**src/rtl/dmem_port_arbiter.sv**
```systemverilog
// Shares the single-ported data memory between the MEM-stage pipeline (port 0)
// and the loader/debug port (port 1): fixed priority to port 0 with a starvation guard.
module dmem_port_arbiter #(
  parameter int WORD_W     = 64,
  parameter int STARVE_MAX = 4,
  parameter int CNT_W      = 3
) (
  input  logic              im_clk,
  input  logic              im_rst_n,
  input  logic              p0_req,
  input  logic              p0_we,
  input  logic [WORD_W-1:0] p0_addr,
  input  logic [WORD_W-1:0] p0_wdata,
  output logic              p0_gnt,
  output logic              p0_rvalid,
  output logic [WORD_W-1:0] p0_rdata,
  output logic              p0_stall,
  input  logic              p1_req,
  input  logic              p1_we,
  input  logic [WORD_W-1:0] p1_addr,
  input  logic [WORD_W-1:0] p1_wdata,
  output logic              p1_gnt,
  output logic              p1_rvalid,
  output logic [WORD_W-1:0] p1_rdata,
  output logic              dm_mem_read,
  output logic              dm_mem_write,
  output logic [WORD_W-1:0] dm_addr,
  output logic [WORD_W-1:0] dm_wdata,
  input  logic [WORD_W-1:0] dm_rdata
);

  localparam logic [CNT_W-1:0] STARVE_CNT = CNT_W'(STARVE_MAX);

  typedef enum logic [1:0] {IDLE, ACC, RESP} state_t;

  state_t             state;
  logic [CNT_W-1:0]   starve_cnt;
  logic               owner;
  logic               we_q;
  logic [WORD_W-1:0]  addr_q;
  logic [WORD_W-1:0]  wdata_q;
  logic               p0_gnt_q, p1_gnt_q;
  logic               p0_rv_q, p1_rv_q;
  logic               mem_rd_q, mem_wr_q;

  logic               p0_win;
  logic               sel_we;
  logic [WORD_W-1:0]  sel_addr;
  logic [WORD_W-1:0]  sel_wdata;
  logic               p0_done;

  // Port 1 is forced once it has lost STARVE_MAX consecutive contested decisions.
  always_comb begin
    p0_win    = p0_req & ~(p1_req & (starve_cnt == STARVE_CNT));
    sel_we    = p0_win ? p0_we    : p1_we;
    sel_addr  = p0_win ? p0_addr  : p1_addr;
    sel_wdata = p0_win ? p0_wdata : p1_wdata;
  end

  always_ff @(posedge im_clk or negedge im_rst_n) begin
    if (!im_rst_n) begin
      state      <= IDLE;
      starve_cnt <= '0;
      owner      <= 1'b0;
      we_q       <= 1'b0;
      addr_q     <= '0;
      wdata_q    <= '0;
      p0_gnt_q   <= 1'b0;
      p1_gnt_q   <= 1'b0;
      p0_rv_q    <= 1'b0;
      p1_rv_q    <= 1'b0;
      mem_rd_q   <= 1'b0;
      mem_wr_q   <= 1'b0;
    end else begin
      case (state)
        IDLE: begin
          if (p0_req | p1_req) begin
            owner    <= ~p0_win;
            we_q     <= sel_we;
            addr_q   <= sel_addr;
            wdata_q  <= sel_wdata;
            p0_gnt_q <= p0_win;
            p1_gnt_q <= ~p0_win;
            mem_wr_q <= sel_we;
            mem_rd_q <= ~sel_we;
            state    <= ACC;
            if (!p0_win)
              starve_cnt <= '0;
            else if (p1_req && starve_cnt != STARVE_CNT)
              starve_cnt <= starve_cnt + 1'b1;
          end
        end
        ACC: begin
          p0_gnt_q <= 1'b0;
          p1_gnt_q <= 1'b0;
          mem_wr_q <= 1'b0;
          mem_rd_q <= 1'b0;
          if (we_q) begin
            state <= IDLE;
          end else begin
            p0_rv_q <= ~owner;
            p1_rv_q <= owner;
            state   <= RESP;
          end
        end
        RESP: begin
          p0_rv_q <= 1'b0;
          p1_rv_q <= 1'b0;
          state   <= IDLE;
        end
        default: state <= IDLE;
      endcase
    end
  end

  assign p0_gnt       = p0_gnt_q;
  assign p1_gnt       = p1_gnt_q;
  assign p0_rvalid    = p0_rv_q;
  assign p1_rvalid    = p1_rv_q;
  assign p0_rdata     = p0_rv_q ? dm_rdata : '0;
  assign p1_rdata     = p1_rv_q ? dm_rdata : '0;
  assign dm_mem_read  = mem_rd_q;
  assign dm_mem_write = mem_wr_q;
  assign dm_addr      = addr_q;
  assign dm_wdata     = wdata_q;

  // Stall is gated by reset so every output reads 0 while reset is asserted.
  assign p0_done  = (p0_gnt_q & we_q) | p0_rv_q;
  assign p0_stall = im_rst_n & p0_req & ~p0_done;

endmodule

```
**config.mk**
```make
export PLATFORM = sky130hd
export DESIGN_NAME = dmem_port_arbiter
export DESIGN_NICKNAME = d
export VERILOG_FILES = /design/src/rtl/dmem_port_arbiter.sv
export SDC_FILE = /design/constraint.sdc
export NUM_CORES = 1
export LEC_CHECK = 0
export ABC_AREA = 0
export CORE_AREA = 2 2 232 234
export DETAILED_ROUTE_END_ITERATION = 6
export DIE_AREA = 0 0 234 236
export GPL_TIMING_DRIVEN = 1
export SYNTH_ARGS = -nofsm -noshare
export SYNTH_HDL_FRONTEND = slang
export SYNTH_SLANG_ARGS = --single-unit
```
**constraint.sdc**
```tcl
create_clock -name im_clk -period 2.59 [get_ports im_clk]
set_input_delay 0.259 -clock im_clk [delete_from_list [all_inputs] [get_ports im_clk]]
set_output_delay 0.259 -clock im_clk [all_outputs]
set_load 0.01 [all_outputs]
```
==> results.txt <==
- Outcome: finished clean
* Final total power: 14.1 mW
- In this run the clock root is driven by a clkbuf_16.
- Worst Setup Start Kind: flip-flop
- Instance count of the mapped netlist: 906
- Global-route wire length before repair: slightly below 50 mm
- Insertion delay of the later-clocked pin in the worst-skew pair: 0.47 ns
- Routability-driven placement finished with a final weighted congestion of 0.854.
- Total leakage power: about 5.7 nW
* Critical path endpoint category: primary output
- Post-CTS repair timing setup buffer count: 0
- Max stage delay cell, worst path: clkdlybuf4s50_1
- Setup violations remaining at the end of the flow were counted as 0.
- DRT antenna net count: 0
* Clock-pin slew reported for the worst setup and hold paths after clock tree synthesis: roughly 0.07 ns
- Multi-input logic area: between 3000 and 4000 µm²
- Highest cell delay on the worst timing path: between 0.5 and 0.6 ns
* Register area: between 3000 and 4000 µm²
* Number of synthesized register bits: between 100 and 150
- The worst hold path begins at p1_wdata[15].
- In this run the number of cells on the critical path is 3.
* Hold slack final: approximately 0.34 ns
- The worst path uses between 80% and 90% of the clock period.
- In the final timing run, aggregate negative setup slack is 0 ns.
- Setup repair after global routing missed its margin: no
- The average instance in the mapped netlist occupies between 8 and 9 µm².
- Using the TritonRoute via totals, the vias-per-cell ratio works out to a little under 4.
* Final clock skew: ~0.018 ns
* End of the worst register-to-register path: dm_wdata[41]
- The tree built by TritonCTS fans out to 141 sinks.
- During placement, the flow inserted port buffers numbering 588.
* Slew margin rel.: between 40 and 50%
- TritonCTS Buffers: 17
- Y dimension of the die: ~240 µm
- Leading cell type by number of instances after synthesis: nand2_1
- CTS H-Tree Depth: 4
- Ranked by total cell area, the synthesized netlist is headed by dfrtp_1, nand2_1, and2_1.
* Worst Reg-to-Reg Cells: 7
- Hold WC Path Type: in2reg
- Number of hold violations in the final report: 0
- In this run, post-CTS repair resized a total of 0 instances.
- Share of the yosys chip area belonging to registers: 48.5%
* Critical-path cell list: buf_12 > and2_1 > clkdlybuf4s50_1
* Clock tree from TritonCTS: done
- The number of antenna violations at the first check in global routing came to 1.
- IO Count: approximately 600
- Destination of the worst hold path: dm_wdata[15]
* Die outline width: 234 µm
- Start of the worst register-to-register path: starve_cnt[0]
- Asr flop ratio synth: 100%
* Total routing usage reported by global routing: roughly 12%
- The pre-antenna-repair detailed-routing pass consisted of 4 iterations.
- The clock passes through at most 2 buffers.
* Area added between synthesis and finish: 99.2%
* Worst setup path category: reg2out
- Data arrival time at the worst-slack endpoint: approximately 2.0 ns
- After layout, the minimum clock period comes to 2.30 ns.
- Along the worst path, the maximum fanout reaches 55.
- Maxcap violations: 0
- Maximum frequency from static timing analysis: approximately 430 MHz
- Filler cells: 5705
* Detailed-route DRC error count: 0
* Buffers and inverters on the worst path: 2
* Yosys top cell by area: dfrtp_1
* Pins over their slew limit: 0
* Proportion of layout cells with a drive suffix above 1: around 3.9%
- Number of hold buffers added after cts: 1
* Number of synthesized flops with an enable pin: 0
- Setup slack of the most critical reg-to-reg path: around 0.75 ns
* Pin slew with the least headroom to its limit: 0.784 ns
- Of the post-synthesis cell area, the dominant cell type holds between 40 and 50%.
- For this run, the leading register cell type out of synthesis is dfrtp_1.
- Summed over all layers, the global routing overflow is 0.
* Net count after synthesis: roughly 1200
- Dividing total power by cell area gives a power density of 975 nW/µm².
- Layout net count: about 1800
- Placeable core region: between 50000 and 60000 µm²
* Top cell family by delay on the critical path: buffers and inverters
* Required time at the endpoint of the critical path: between 2 and 2.5 ns
* Core Rows: 85
* Total of warnings raised by yosys: 0
- Counting instances, the worst hold path has a depth of 3.
- Distinct cell type count of the synthesized netlist: 25
* DR iter-0 viols: 241
- The number of global-route vias before repair came to roughly 8400.
* Routed WL: between 30 and 40 mm
- The cell area that synthesis handed to floorplanning was 7280 µm².
- Overall die area: 55200 µm²
* Largest net degree at the start of global routing: roughly 90
- IR analysis of the VDD net gives a maximum drop of 0.431 mV.
- The routed layout has approximately 8400 vias.
* Initial standard-cell utilization of the core: a little over an eighth
* Post-detailed-route wirelength per cell: roughly 16 µm
- Detailed Place HPWL: roughly 28 mm
- By count the netlist is led by nand2_1, dfrtp_1, nor2_1, and2_1, a31oi_1.
* Number of antenna cells inserted: 0
-- per-layer routing --
metal	part of all wire, %	vias up	GRT usage, %
met3	9.0	44	4.40
li1	-	4077	-
met1	37	3843	12.5
met5	0	-	0
met2	51	396	22.2
met4	2.5	0	4.53
-- cell families after synthesis --
logic type               Yosys count  share of synthesized area (%)
AND/OR/NAND/NOR                  538                           32.4
AO/OA/AOI/OAI                    143                           12.3
flip-flops                       141                           48.5
buffers and inverters             77                           5.74
multiplexers                       4                          0.550
adder cells (fa/ha/maj)            2                          0.344
XOR/XNOR                           1                          0.120
-- layout make-up --
class | instances | area share [%]
sequential | 141 | 24.3
multi-input combinational | 688 | 23.1
tap | 696 | 6.01
timing repair buffer | 613 | 42.6
inverter | 3 | 0.0777
clock inverter | 9 | 0.786
clock buffer | 20 | 3.08
-- worst register-to-register path: stages (launching register included) --
cell     delay [ns]
dfrtp_1        0.40
inv_1          0.06
ha_1           0.21
nand3_1        0.15
and2_4         0.19
buf_12         0.28
nand2_1        0.29
a31oi_1        0.18
-- power breakdown --
part	internal [mW]	switching, mW	total (mW)
registers	3.33	0.701	4.03
logic	4.07	3.56	7.63
clock network	1.43	1.04	2.47
-- flip-flops by register name (all words and copies together), names as in the netlist --
signal        cells
dm_mem_read       1
dm_mem_write      1
p0_rvalid         1
state             2
p0_gnt            1
starve_cnt        3
dm_addr          64
p1_gnt            1
we_q              1
dm_wdata         64
owner             1
p1_rvalid         1
-- how the worst max path moves through the flow --
stage	startpoint	to	slack [ns]
final	p1_rvalid	p1_rdata[16]	0.29
after global routing	p1_rvalid	p1_rdata[16]	0.18
after CTS	p1_rvalid	p1_rdata[16]	0.19
after detailed placement	p1_req	dm_addr[13]	0.52
after global placement	p0_req	dm_addr[15]	0.55
after floorplan	starve_cnt[0]	dm_addr[23]	1.10
-- placed cells by master (no fill, tap or decap), types with 3 or more instances in the layout --
cell / count
clkbuf_16: 17
dfrtp_1: 141
nand2_1: 269
o21ai_0: 5
buf_4: 17
and2_1: 129
inv_1: 3
nand3_1: 3
clkinvlp_4: 3
clkdlybuf4s50_1: 586
a31oi_1: 128
buf_12: 8
mux2i_1: 4
nor2_1: 131
-- metrics by stage --
stage | utilization, % | std cells | cell area, µm² | setup slack (ns)
floorplan | - | 906 | 7280 | 1.10
global placement | 26.2 | 2140 | 13900 | 0.552
detailed placement | 26.2 | 2140 | 13900 | 0.521
CTS | 27.3 | 2170 | 14500 | 0.191
global route | 27.3 | 2170 | 14500 | 0.178
finish | 27.3 | 2170 | 14500 | 0.290
No activity file was read; power rests on OpenSTA's default activity.
